===== src/rtl/vga_timing_gen.sv =====
// 640x480@60 VGA raster timing: pixel counters plus registered hsync/vsync/de.
// Define TIMING_STROBES_EN to add the registered line_start/frame_start strobes.
module vga_timing_gen #(
  parameter int H_ACTIVE = 640,
  parameter int H_FP     = 16,
  parameter int H_SYNC   = 96,
  parameter int H_BP     = 48,
  parameter int V_ACTIVE = 480,
  parameter int V_FP     = 10,
  parameter int V_SYNC   = 2,
  parameter int V_BP     = 33,
  parameter bit H_POL    = 1'b0,
  parameter bit V_POL    = 1'b0
) (
  input  logic       clk_pix,
  input  logic       rst,
  output logic [9:0] sx,
  output logic [9:0] sy,
  output logic       hsync,
  output logic       vsync,
  output logic       de
`ifdef TIMING_STROBES_EN
  ,
  output logic       line_start,
  output logic       frame_start
`endif
);

  // Totals must fit the 10-bit counters (defaults give 800 x 525).
  localparam int H_TOTAL = H_ACTIVE + H_FP + H_SYNC + H_BP;
  localparam int V_TOTAL = V_ACTIVE + V_FP + V_SYNC + V_BP;

  localparam logic [9:0] H_LAST   = 10'(H_TOTAL - 1);
  localparam logic [9:0] V_LAST   = 10'(V_TOTAL - 1);
  localparam logic [9:0] H_VIS    = 10'(H_ACTIVE);
  localparam logic [9:0] V_VIS    = 10'(V_ACTIVE);
  localparam logic [9:0] HS_START = 10'(H_ACTIVE + H_FP);
  localparam logic [9:0] HS_END   = 10'(H_ACTIVE + H_FP + H_SYNC);
  localparam logic [9:0] VS_START = 10'(V_ACTIVE + V_FP);
  localparam logic [9:0] VS_END   = 10'(V_ACTIVE + V_FP + V_SYNC);

  logic [9:0] sx_reg, sx_next;
  logic [9:0] sy_reg, sy_next;
  logic       hsync_reg, hsync_next;
  logic       vsync_reg, vsync_next;
  logic       de_reg, de_next;

  always_comb begin
    sx_next = sx_reg + 10'd1;
    sy_next = sy_reg;
    if (sx_reg == H_LAST) begin
      sx_next = '0;
      sy_next = (sy_reg == V_LAST) ? '0 : sy_reg + 10'd1;
    end
  end

  // Decode from the next counter values so every output lines up with sx/sy.
  always_comb begin
    hsync_next = ((sx_next >= HS_START) && (sx_next < HS_END)) ? H_POL : ~H_POL;
    vsync_next = ((sy_next >= VS_START) && (sy_next < VS_END)) ? V_POL : ~V_POL;
    de_next    = (sx_next < H_VIS) && (sy_next < V_VIS);
  end

  // Reset parks on the last pixel of a frame, so outputs are self-consistent.
  always_ff @(posedge clk_pix or negedge rst) begin
    if (!rst) begin
      sx_reg    <= H_LAST;
      sy_reg    <= V_LAST;
      hsync_reg <= ~H_POL;
      vsync_reg <= ~V_POL;
      de_reg    <= 1'b0;
    end else begin
      sx_reg    <= sx_next;
      sy_reg    <= sy_next;
      hsync_reg <= hsync_next;
      vsync_reg <= vsync_next;
      de_reg    <= de_next;
    end
  end

  assign sx    = sx_reg;
  assign sy    = sy_reg;
  assign hsync = hsync_reg;
  assign vsync = vsync_reg;
  assign de    = de_reg;

`ifdef TIMING_STROBES_EN
  logic line_start_reg, line_start_next;
  logic frame_start_reg, frame_start_next;

  always_comb begin
    line_start_next  = (sx_next == 10'd0);
    frame_start_next = (sx_next == 10'd0) && (sy_next == 10'd0);
  end

  always_ff @(posedge clk_pix or negedge rst) begin
    if (!rst) begin
      line_start_reg  <= 1'b0;
      frame_start_reg <= 1'b0;
    end else begin
      line_start_reg  <= line_start_next;
      frame_start_reg <= frame_start_next;
    end
  end

  assign line_start  = line_start_reg;
  assign frame_start = frame_start_reg;
`endif

endmodule


===== config.mk =====
export PLATFORM = sky130hd
export DESIGN_NAME = vga_timing_gen
export DESIGN_NICKNAME = d
export VERILOG_FILES = /design/src/rtl/vga_timing_gen.sv
export SDC_FILE = /design/constraint.sdc
export NUM_CORES = 1
export LEC_CHECK = 0
export ABC_AREA = 1
export BUFFER_PORTS_ARGS = -buffer_cell sky130_fd_sc_hd__buf_4
export CAP_MARGIN = 5
export CORE_UTILIZATION = 40
export CTS_CLUSTER_SIZE = 8
export DETAILED_ROUTE_END_ITERATION = 6
export GPL_TIMING_DRIVEN = 0
export PLACE_DENSITY = 0.69
export SLEW_MARGIN = 25
export SYNTH_ARGS = -nofsm -noshare
export SYNTH_HDL_FRONTEND = slang
export SYNTH_SLANG_ARGS = --single-unit

===== constraint.sdc =====
create_clock -name clk_pix -period 2.28 [get_ports clk_pix]
set_input_delay 0.114 -clock clk_pix [delete_from_list [all_inputs] [get_ports clk_pix]]
set_output_delay 0.114 -clock clk_pix [all_outputs]
set_load 0.03 [all_outputs]

After elaboration in Yosys (flattened, before gate mapping)
Index checks and enable logic that the tools add are counted.
Widths: inputs -> output; s select.
{"block": "word_totals", "regBits": 23, "word_cells": 23, "input_bits": 2}
{"block": "op_classes", "n_eq_ne": 2, "addsub": 2, "reduce_logical": 3, "n_mux": 5, "order_cmp": 6}
{"operator": "$mux 10", "n": 3}
{"operator": "$add 10x1->10 const B", "n": 2}
{"operator": "$eq 10x10->1 const B", "n": 2}
{"operator": "$lt 10x10->1 const B", "n": 2}
{"operator": "$lt 10x9->1 const B", "n": 2}
{"operator": "$ge 10x10->1 const B", "n": 1}
{"operator": "$ge 10x9->1 const B", "n": 1}
{"operator": "$logic_and 1x1->1", "n": 3}
{"operator": "$mux 1", "n": 2}

Logic depth before layout (Yosys ltp)
Gate-level depths: netlist of run 1.
{"block": "depth", "ltp_word": 6, "depth_mapped": 13, "depth_no_buf": 13}

Worst setup path after synthesis of run 1
No wires, ideal clock.
{"block": "synth_path", "kind": "flip-flop to flip-flop", "from": "register sx_reg[0] (netlist: sx[0])", "to": "register vsync_reg (netlist: vsync)", "required_time_ns": 2.197, "setup_time_ns": 0.083, "path_slack_ns": 0.472, "path_stages_with_launch": 12, "synth_period_minus_slack_ns": 1.808, "arrival_time_ns": 1.725, "cell_sequence": "dfstp_2 ha_1 nand2_2 inv_1 nand2_2 nor2_8 buf_8 nand2_1 nand2_1 nand3_1 nor2_1 nand3_1"}
{"block": "synth_between", "elab_chain_cells": 5}
{"element": "from (decl)", "line": "42", "text": "logic [9:0] sx_reg, sx_next;"}
{"element": "from (signal assigned)", "line": "73", "text": "sx_reg <= sx_next;"}
{"element": "$eq 10x10->1 *", "line": "51", "text": "if (sx_reg == H_LAST) begin"}
{"element": "$mux 10 *", "line": "51"}
{"element": "$ge 10x9->1 or $lt 10x9->1 (tied branches)", "line": "60", "text": "vsync_next = ((sy_next >= VS_START) && (sy_next < VS_END)) ? V_POL : ~V_POL;"}
{"element": "$logic_and 1x1->1 *", "line": "60"}
{"element": "$mux 1 *", "line": "60"}
{"element": "net vsync_next", "line": "45", "text": "logic vsync_reg, vsync_next;"}
{"element": "to (signal assigned)", "line": "70", "text": "vsync_reg <= ~V_POL;"}
{"element": "to (signal assigned)", "line": "76", "text": "vsync_reg <= vsync_next;"}
{"element": "to (decl)", "line": "45"}
The timed path passes the listed nets; every way through them passes the cells marked *.

Worst setup path in the final report of run 1
Same ends and word-level chain as after synthesis.

==> Implementation_results.wiki, run 1 <==
{| class="wikitable"
! Metric !! Value
|-
| Run status || complete, no violations
|-
| Synth unique cells || 26
|-
| Remaining DRCs || 0
|-
| Worst clock skew || 1.638 ps
|-
| Area of the core || 3661 um2
|-
| Root buf cell || sky130_fd_sc_hd__clkbuf_8
|-
| Average routed wire per standard cell || 11.21 um
|-
| Starting DRC count in detailed routing || 110
|-
| Share of final-layout standard cells stronger than drive strength 1 || 25.82%
|-
| Worst Hold Slack || 281.4 ps
|-
| Total grt overflow || 0
|-
| Crit path DAT || 2120 ps
|-
| Number of failing hold endpoints at the final stage || 0
|-
| Kind of path behind the tightest hold check || input pin to asynchronous set/reset pin
|-
| Synthesized Nets || 221
|-
| Post-CTS clock slew at the launch and capture registers of the worst setup and hold paths || 80 ps
|-
| Average vias per placed instance || 4.822
|-
| Final setup TNS || 0 ps
|-
| Die ar. || 4064 um2
|-
| Count of H-tree levels built during CTS || 1
|-
| Antenna Nets Post-Route || 0
|-
| Pin count of the biggest net entering global routing || 24
|-
| Sequential cell area || 590.6 um2
|-
| Final min period || 1930 ps
|-
| Layout net count || 251
|-
| Maximum achievable frequency || 518.2 MHz
|-
| Num CTS Buffers || 3
|-
| Power, Total || 669.9 uW
|-
| DIE WIDTH || 63.75 um
|-
| Largest area contributor in the synthesized netlist || sky130_fd_sc_hd__dfstp_2
|-
| Wirelength, routed || 3.274 mm
|-
| Unrepaired setup endpoints after global routing || false
|-
| Cell area after technology mapping || 1525 um2
|-
| Sinks on the clock net || 23
|-
| Final Max Slew Viols || 0
|-
| Area share of the largest cell type after synthesis || 20.67%
|-
| Top area cells in the synthesized netlist || sky130_fd_sc_hd__dfstp_2, sky130_fd_sc_hd__dfrtp_1, sky130_fd_sc_hd__nand2_1
|-
| Number of buffers inserted by port buffering || 24
|-
| TritonCTS clock tree || built
|-
| Cells after synthesis || 215
|-
| Area of the multi-input gates || 749.5 um2
|-
| Post-place setup slack || 346.2 ps
|-
| CP startpoint kind || flop
|-
| Number of buffers on the longest clock path || 2
|-
| Area growth from synthesis to final layout || 19.36%
|-
| Placed wire-length estimate after detailed placement || 2.511 mm
|-
| Die Y || 63.75 um
|-
| Share of synthesized flip-flops with an asynchronous set or reset || 100.0%
|-
| Global routing usage summed across all routing layers || 18.08%
|-
| Count of final setup violators || 0
|-
| Detailed-routing iteration count for the pre-antenna-repair pass || 4
|-
| Initial core utilization || 41.66%
|-
| Required time at the worst-slack endpoint || 2470 ps
|-
| Power density cells || 368.0 nW/um2
|-
| Mean instance size in the synthesized netlist || 7.094 um2
|-
| Resized Gates After CTS || 0
|-
| Number of violations of the max-capacitance limit || 0
|-
| Worst rel slew slack || 77.17%
|-
| Routability cong. || 0.8398
|-
| EDFF count, synth || 0
|-
| Final Worst Setup Slack || 350.1 ps
|-
| Clock insertion delay at the later pin of the skew report || 260 ps
|-
| Leakage power || 0.9461 nW
|-
| Top post-synthesis cells by count || sky130_fd_sc_hd__nand2_1, sky130_fd_sc_hd__inv_1, sky130_fd_sc_hd__nor2_1, sky130_fd_sc_hd__nand3_1, sky130_fd_sc_hd__dfstp_2
|-
| Filler Cells Inserted || 383
|-
| Number of placement rows || 22
|-
| Count leader, synth || sky130_fd_sc_hd__nand2_1
|-
| Kind of critical path || flop to flop
|-
| Routed via count || 1408
|-
| Top_reg_cell synth || sky130_fd_sc_hd__dfstp_2
|-
| Crit-path max FO || 10
|-
| Nature of the critical path endpoint || flop
|-
| N_diodes || 0
|-
| Syn. warnings || 0
|-
| Post-synthesis sequential element count || 23
|-
| Via count of the first global-routing pass || 1331
|-
| I/O pin count || 25
|-
| Sequential share of the synthesized area || 38.72%
|-
| Slew at the pin closest to its max-slew limit || 341.1 ps
|-
| Final Cycle Share || 84.65%
|-
| VDD IR-drop max || 0.2155 mV
|-
| Antenna violations before repair || 0
|-
| Wire length of the first global-routing pass || 5.733 mm
|}
-- placed cells by master (no fill, tap or decap), drive strengths merged --
master,netlist,final
dlygate4sd3,0,1
o21ai,7,7
nor3,4,4
nor2,34,34
nand3b,1,1
ha,4,4
inv,41,41
dfrtp,11,11
buf,3,27
a21oi,5,5
nand3,18,18
nand4,9,9
or2,1,1
clkbuf,0,4
xor2,1,1
nand2,63,63
o21bai,1,1
dfstp,12,12
-- cell families after synthesis --
| logic type | after synthesis | synth area share (%) |
|---|---|---|
| buffers and inverters | 44 | 12.14 |
| and+or+nand+nor | 130 | 39.87 |
| adders and majority gates | 4 | 3.282 |
| DFF | 23 | 38.72 |
| xor gates and xnor gates | 1 | 0.5743 |
| AOI/OAI and AO/OA | 13 | 5.414 |
-- power by group --
| group | internal [mW] | total [mW] | switching, mW |
|---|---|---|---|
| clock network | 0.125 | 0.251 | 0.126 |
| logic | 0.00228 | 0.0101 | 0.00784 |
| registers | 0.409 | 0.409 | 0 |
| total | 0.536 | 0.670 | 0.134 |
-- layer usage --
| metal | routed length (um) | track usage [%] | vias up |
|---|---|---|---|
| met1 | 1561 | 23.02 | 636 |
| met3 | 123 | 2.500 | 9 |
| met5 | 0 | 0 | - |
| li1 | - | - | 728 |
| met2 | 1512 | 29.79 | 35 |
| met4 | 78 | 9.091 | 0 |
-- critical path, stage by stage, from the launching register on --
cell and delay, ps:
sky130_fd_sc_hd__dfstp_2 580, sky130_fd_sc_hd__ha_1 180, sky130_fd_sc_hd__nand2_2 90, sky130_fd_sc_hd__inv_1 90, sky130_fd_sc_hd__nand2_2 100, sky130_fd_sc_hd__nor2_8 180
sky130_fd_sc_hd__buf_8 170, sky130_fd_sc_hd__nand2_1 60, sky130_fd_sc_hd__nand2_1 80, sky130_fd_sc_hd__nand3_1 80, sky130_fd_sc_hd__nor2_1 150, sky130_fd_sc_hd__nand3_1 90
-- per-stage QoR --
step                      std cells  utilization (%)  area, um2
after floorplan                 215                -       1525
after global placement          287            48.22       1765
after detailed placement        287            48.22       1765
after CTS                       292            49.73       1821
after global routing            292            49.73       1821
final                           292            49.73       1821
-- path summary, 6_finish.rpt --
path / cells past startpoint / to / startpoint / slack (ps)
max in group asynchronous: 2 / sy[3]$_DFF_PN1_ / rst / 1720
min in group clk_pix: 2 / sx[2]$_DFF_PN1_ / sx[2]$_DFF_PN1_ / 540
hold / removal: 2 / sx[7]$_DFF_PN0_ / rst / 280
setup / recovery: 11 / vsync$_DFF_PN1_ / sx[0]$_DFF_PN1_ / 350
setup reg to reg: 11 / vsync$_DFF_PN1_ / sx[0]$_DFF_PN1_ / 350
hold reg to reg: 2 / sx[2]$_DFF_PN1_ / sx[2]$_DFF_PN1_ / 540
-- what timing repair did --
action	4_1_cts	5_1_grt
setup buffers	0	0
endpoints found under the hold margin	11	0
hold buffers	1	0
-- cell type report --
type	instances	area share [%]
clock buffers	4	2.474
well taps	48	3.299
flip-flops and latches	23	32.44
repair buffers	25	10.45
inverters	41	8.454
plain buffers	3	1.718
multi-input cells	148	41.17
(Power assumes the default switching activity.)
==> inputs of run 2 (changes only) <==
Clock period 2.28 ns to 1.84 ns, I/O delays scaled along.
==> Implementation_results.wiki, run 2 (synthesized netlist as in run 1, its figures left out) <==
{| class="wikitable"
! Metric !! Value
|-
| Total grt overflow || 0
|-
| Reg-to-reg critical path endpoint || de$_DFF_PN0_
|-
| Final Cycle Share || 97.85%
|-
| Sequential cell area || 593.1 um2
|-
| Antenna violations before repair || 0
|-
| Number of placement rows || 22
|-
| Count of H-tree levels built during CTS || 1
|-
| Kind of critical path || flop to flop
|-
| Wirelength, routed || 3.575 mm
|-
| Most common cell after layout, fill and taps aside || sky130_fd_sc_hd__nand2_1
|-
| Number of buffers on the longest clock path || 2
|-
| Routed via count || 1455
|-
| Share of total power in the clock network || 37.9%
|-
| Final Max Slew Viols || 0
|-
| Count of final setup violators || 0
|-
| Slowest cell on the critical path || sky130_fd_sc_hd__dfstp_2
|-
| I/O pin count || 25
|-
| Crit-path max FO || 5
|-
| Crit path DAT || 1970 ps
|-
| Routability cong. || 0.8398
|-
| Required time at the worst-slack endpoint || 2010 ps
|-
| Area growth from synthesis to final layout || 33.22%
|-
| Clock insertion delay at the later pin of the skew report || 260 ps
|-
| Num CTS Buffers || 3
|-
| Leakage power || 1.031 nW
|-
| Worst rel slew slack || 79.99%
|-
| Top library cells by usage in the layout, fill and taps aside || sky130_fd_sc_hd__nand2_1, sky130_fd_sc_hd__inv_1, sky130_fd_sc_hd__buf_4
|-
| DIE WIDTH || 63.75 um
|-
| Switching power as a share of total power || 20.58%
|-
| Cell area after layout || 2032 um2
|-
| Number of buffers inserted by port buffering || 24
|-
| Cell Int Power || 663.9 uW
|-
| Buffers & Inverters on Critical Path || 2
|-
| Number of non-filler instances in the completed layout || 304
|-
| Average routed wire per standard cell || 11.76 um
|-
| Post-CTS clock slew at the launch and capture registers of the worst setup and hold paths || 80 ps
|-
| Number of failing hold endpoints at the final stage || 0
|-
| Power density cells || 411.4 nW/um2
|-
| Via count of the first global-routing pass || 1350
|-
| Sequential group share of total power || 60.6%
|-
| CP startpoint kind || flop
|-
| Slew at the pin closest to its max-slew limit || 300.1 ps
|-
| Maximum achievable frequency || 555.4 MHz
|-
| Layout net count || 263
|-
| Nature of the critical path endpoint || flop
|-
| Register-to-Register Path Depth || 11
|-
| Run status || complete, no violations
|-
| Initial core utilization || 41.66%
|-
| TritonCTS clock tree || built
|-
| Cells traversed along the worst timing path || ha_4, nand2_4, nor2_4, nand3_4, clkbuf_16, nand2_1, nand2_1, nor2_1, nand3_2, nand2_1, inv_1
|-
| Count of placed standard cells including taps || 287
|-
| Kind of path behind the tightest hold check || input pin to asynchronous set/reset pin
|-
| Remaining DRCs || 0
|-
| Die Y || 63.75 um
|-
| Die ar. || 4064 um2
|-
| N_diodes || 0
|-
| Antenna Nets Post-Route || 0
|-
| Unrepaired setup endpoints after global routing || true
|-
| Pin count of the biggest net entering global routing || 24
|-
| Sinks on the clock net || 23
|-
| Final min period || 1801 ps
|-
| Part of the power in combinational logic || 1.5%
|-
| Placed cell area || 1765 um2
|-
| Filler Cells Inserted || 361
|-
| Power, Total || 835.9 uW
|-
| Final setup TNS || 0 ps
|-
| Area of the multi-input gates || 834.6 um2
|-
| Critical register-to-register path startpoint || sx[1]$_DFF_PN1_
|-
| Wire length of the first global-routing pass || 5.920 mm
|-
| Placed wire-length estimate after detailed placement || 2.511 mm
|-
| Global routing usage summed across all routing layers || 18.80%
|-
| Share of final-layout standard cells stronger than drive strength 1 || 37.11%
|-
| Most Frequent Cell on Critical Path || sky130_fd_sc_hd__nand2_1
|-
| Starting DRC count in detailed routing || 66
|-
| Biggest cell delay along the critical path || 570 ps
|-
| Register-to-register path setup slack || 40 ps
|-
| VDD IR-drop max || 0.2791 mV
|-
| Number of violations of the max-capacitance limit || 0
|-
| Core occupancy in the finished layout || 55.50%
|-
| Root buf cell || sky130_fd_sc_hd__clkbuf_8
|-
| Detailed-routing iteration count for the pre-antenna-repair pass || 4
|-
| Area of the core || 3661 um2
|-
| Total net switching power || 172.0 uW
|-
| Average vias per placed instance || 4.786
|-
| Worst clock skew || 4.096 ps
|-
| Cell class contributing the biggest share of worst-path delay || simple AND/OR/NAND/NOR gates
|}
[run 2: cell type report]
cell class              instances  area share, %
inverters                      41          7.574
clock buffers                   4          2.217
flip-flops and latches         23          29.19
well taps                      48          2.956
repair buffers                 37          15.27
multi-input cells             148          41.07
plain buffers                   3          1.724
[run 2: repair_timing]
item | in CTS | in global routing
hold endpoints to repair | 23 | 0
hold buffers | 1 | 0
resized for setup | 1 | 25
setup endpoints to repair | 2 | 3
gates cloned | 0 | 1
pin swaps | 1 | 10
setup buffers | 6 | 5
[run 2: how the worst max path moves through the flow]
stage	slack, ps	from	to	cells after the start
CTS	8	sx[1]$_DFF_PN1_	de$_DFF_PN0_	11
global placement	-80	sx[0]$_DFF_PN1_	vsync$_DFF_PN1_	11
floorplan	30	sx[0]$_DFF_PN1_	vsync$_DFF_PN1_	11
detailed placement	-90	sx[0]$_DFF_PN1_	vsync$_DFF_PN1_	11
global route	-70	sx[1]$_DFF_PN1_	de$_DFF_PN0_	11
finish	40	sx[1]$_DFF_PN1_	de$_DFF_PN0_	11
[run 2: per-layer routing]
metal	global-route usage [%]	wire length (um)	part of all wire, %	vias up
li1	-	-	-	749
met1	23.59	1669	47	663
met2	32.18	1707	48	36
met3	2.500	126	3.5	7
met4	7.955	72	2.0	0
met5	0	0	0	-
[run 2: power by group through the flow]
stage | registers, mW | logic (mW) | clock network [mW]
global placement | 0.515 | 0.0114 | 0
global route | 0.507 | 0.0148 | 0.350
detailed placement | 0.515 | 0.0117 | 0
finish | 0.506 | 0.0128 | 0.317
floorplan | 0.515 | 0.000000528 | 0
CTS | 0.507 | 0.0134 | 0.326
[run 2: stage by stage]
stage	setup slack [ps]	hold slack, ps
after floorplan	32.15	-203.6
after global placement	-82.36	-1.514
after detailed placement	-93.81	1.925
after CTS	8.497	254.3
after global routing	-73.05	262.4
final	39.47	255.7
==> inputs of run 3 (changes only) <==
Settings changed: MAX_ROUTING_LAYER set to met4.
==> Implementation_results.wiki, run 3 (synthesized netlist as in run 1, its figures left out) <==
{| class="wikitable"
! Metric !! Value
|-
| Number of non-filler instances in the completed layout || 304
|-
| Top library cells by usage in the layout, fill and taps aside || sky130_fd_sc_hd__nand2_1, sky130_fd_sc_hd__inv_1, sky130_fd_sc_hd__buf_4
|-
| Unrepaired setup endpoints after global routing || true
|-
| Reg-to-reg critical path endpoint || de$_DFF_PN0_
|-
| Area growth from synthesis to final layout || 33.22%
|-
| Final Cycle Share || 97.84%
|-
| N_diodes || 0
|-
| I/O pin count || 25
|-
| Power density cells || 411.0 nW/um2
|-
| Buffers & Inverters on Critical Path || 2
|-
| Post-CTS clock slew at the launch and capture registers of the worst setup and hold paths || 80 ps
|-
| Average routed wire per standard cell || 11.74 um
|-
| Cell class contributing the biggest share of worst-path delay || simple AND/OR/NAND/NOR gates
|-
| Total grt overflow || 0
|-
| Routed via count || 1460
|-
| Required time at the worst-slack endpoint || 2010 ps
|-
| Biggest cell delay along the critical path || 570 ps
|-
| Antenna violations before repair || 0
|-
| Die Y || 63.75 um
|-
| Detailed-routing iteration count for the pre-antenna-repair pass || 4
|-
| Slew at the pin closest to its max-slew limit || 300.2 ps
|-
| Number of violations of the max-capacitance limit || 0
|-
| Cells traversed along the worst timing path || ha_4, nand2_4, nor2_4, nand3_4, clkbuf_16, nand2_1, nand2_1, nor2_1, nand3_2, nand2_1, inv_1
|-
| Via count of the first global-routing pass || 1351
|-
| Worst rel slew slack || 79.99%
|-
| Clock insertion delay at the later pin of the skew report || 260 ps
|-
| Area of the core || 3661 um2
|-
| Average vias per placed instance || 4.803
|-
| Slowest cell on the critical path || sky130_fd_sc_hd__dfstp_2
|-
| Wire length of the first global-routing pass || 5.920 mm
|-
| Nature of the critical path endpoint || flop
|-
| Most common cell after layout, fill and taps aside || sky130_fd_sc_hd__nand2_1
|-
| Number of placement rows || 22
|-
| CP startpoint kind || flop
|-
| Most Frequent Cell on Critical Path || sky130_fd_sc_hd__nand2_1
|-
| Remaining DRCs || 0
|-
| Final min period || 1800 ps
|-
| VDD IR-drop max || 0.2791 mV
|-
| Crit-path max FO || 5
|-
| Worst clock skew || 3.599 ps
|-
| DIE WIDTH || 63.75 um
|-
| Crit path DAT || 1970 ps
|-
| Initial core utilization || 41.66%
|-
| Count of final setup violators || 0
|-
| Maximum achievable frequency || 555.5 MHz
|-
| Filler Cells Inserted || 361
|-
| Leakage power || 1.031 nW
|-
| Num CTS Buffers || 3
|-
| Placed wire-length estimate after detailed placement || 2.511 mm
|-
| Share of final-layout standard cells stronger than drive strength 1 || 37.11%
|-
| Core occupancy in the finished layout || 55.50%
|-
| Kind of critical path || flop to flop
|-
| Number of failing hold endpoints at the final stage || 0
|-
| Wirelength, routed || 3.568 mm
|-
| Count of placed standard cells including taps || 287
|-
| Run status || complete, no violations
|-
| Antenna Nets Post-Route || 0
|-
| Critical register-to-register path startpoint || sx[1]$_DFF_PN1_
|-
| Die ar. || 4064 um2
|-
| Count of H-tree levels built during CTS || 1
|-
| Kind of path behind the tightest hold check || input pin to asynchronous set/reset pin
|-
| Worst Hold Slack || 256.4 ps
|-
| Register-to-register path setup slack || 40 ps
|-
| Sinks on the clock net || 23
|-
| Register-to-Register Path Depth || 11
|-
| Pin count of the biggest net entering global routing || 24
|-
| Final Max Slew Viols || 0
|-
| Layout net count || 263
|-
| Power, Total || 835.2 uW
|-
| Routability cong. || 0.8528
|-
| Starting DRC count in detailed routing || 85
|-
| Post-place setup slack || -93.81 ps
|-
| TritonCTS clock tree || built
|-
| Root buf cell || sky130_fd_sc_hd__clkbuf_8
|-
| Final Worst Setup Slack || 39.82 ps
|-
| Number of buffers inserted by port buffering || 24
|-
| Global routing usage summed across all routing layers || 19.33%
|-
| Number of buffers on the longest clock path || 2
|}
[run 3: layout make-up]
type	count	area (um2)	area share, %
multi-input cells	148	834.6	41.07
flip-flops and latches	23	593.1	29.19
repair buffers	37	310.3	15.27
inverters	41	153.9	7.574
well taps	48	60.06	2.956
clock buffers	4	45.04	2.217
plain buffers	3	35.03	1.724
[run 3: worst max-delay path by stage]
stage                     cells after the start            start  slack [ps]              end
after CTS                                    11  sx[1]$_DFF_PN1_           8     de$_DFF_PN0_
after floorplan                              11  sx[0]$_DFF_PN1_          30  vsync$_DFF_PN1_
after global placement                       11  sx[0]$_DFF_PN1_         -80  vsync$_DFF_PN1_
final                                        11  sx[1]$_DFF_PN1_          40     de$_DFF_PN0_
after global routing                         11  sx[1]$_DFF_PN1_         -70     de$_DFF_PN0_
after detailed placement                     11  sx[0]$_DFF_PN1_         -90  vsync$_DFF_PN1_
[run 3: worst reg2reg max path, cell delays in order (launching register included)]
cell,delay [ps]
sky130_fd_sc_hd__dfstp_2,570
sky130_fd_sc_hd__ha_4,150
sky130_fd_sc_hd__nand2_4,60
sky130_fd_sc_hd__nor2_4,150
sky130_fd_sc_hd__nand3_4,120
sky130_fd_sc_hd__clkbuf_16,180
sky130_fd_sc_hd__nand2_1,50
sky130_fd_sc_hd__nand2_1,80
sky130_fd_sc_hd__nor2_1,140
sky130_fd_sc_hd__nand3_2,90
sky130_fd_sc_hd__nand2_1,70
sky130_fd_sc_hd__inv_1,30
[run 3: report_power, final]
group	leakage (nW)	switching [mW]	internal [mW]
combinational	0.743	0.00994	0.00283
clock	0.0228	0.161	0.155
sequential	0.265	0	0.506
total	1.03	0.171	0.664
[run 3: per-stage QoR]
step                setup TNS (ps)  cell area, um2
floorplan                        0            1525
global route                -154.7            2032
CTS                              0            1881
detailed placement          -106.9            1765
global placement            -82.36            1765
finish                           0            2032
[run 3: timing repair]
action | 4_1_cts | 5_1_grt
hold buffers | 1 | 0
setup endpoints to repair | 2 | 3
endpoints found under the hold margin | 23 | 0
pin swaps | 1 | 10
setup buffers | 6 | 5
gates resized for setup | 1 | 25
gates cloned | 0 | 1
[run 3: metal layers]
layer	vias up	GRT usage [%]	wire (um)
li1	748	-	-
met1	666	23.70	1644
met2	39	32.05	1715
met3	7	2.500	136
met4	0	7.955	72
met5	-	-	0
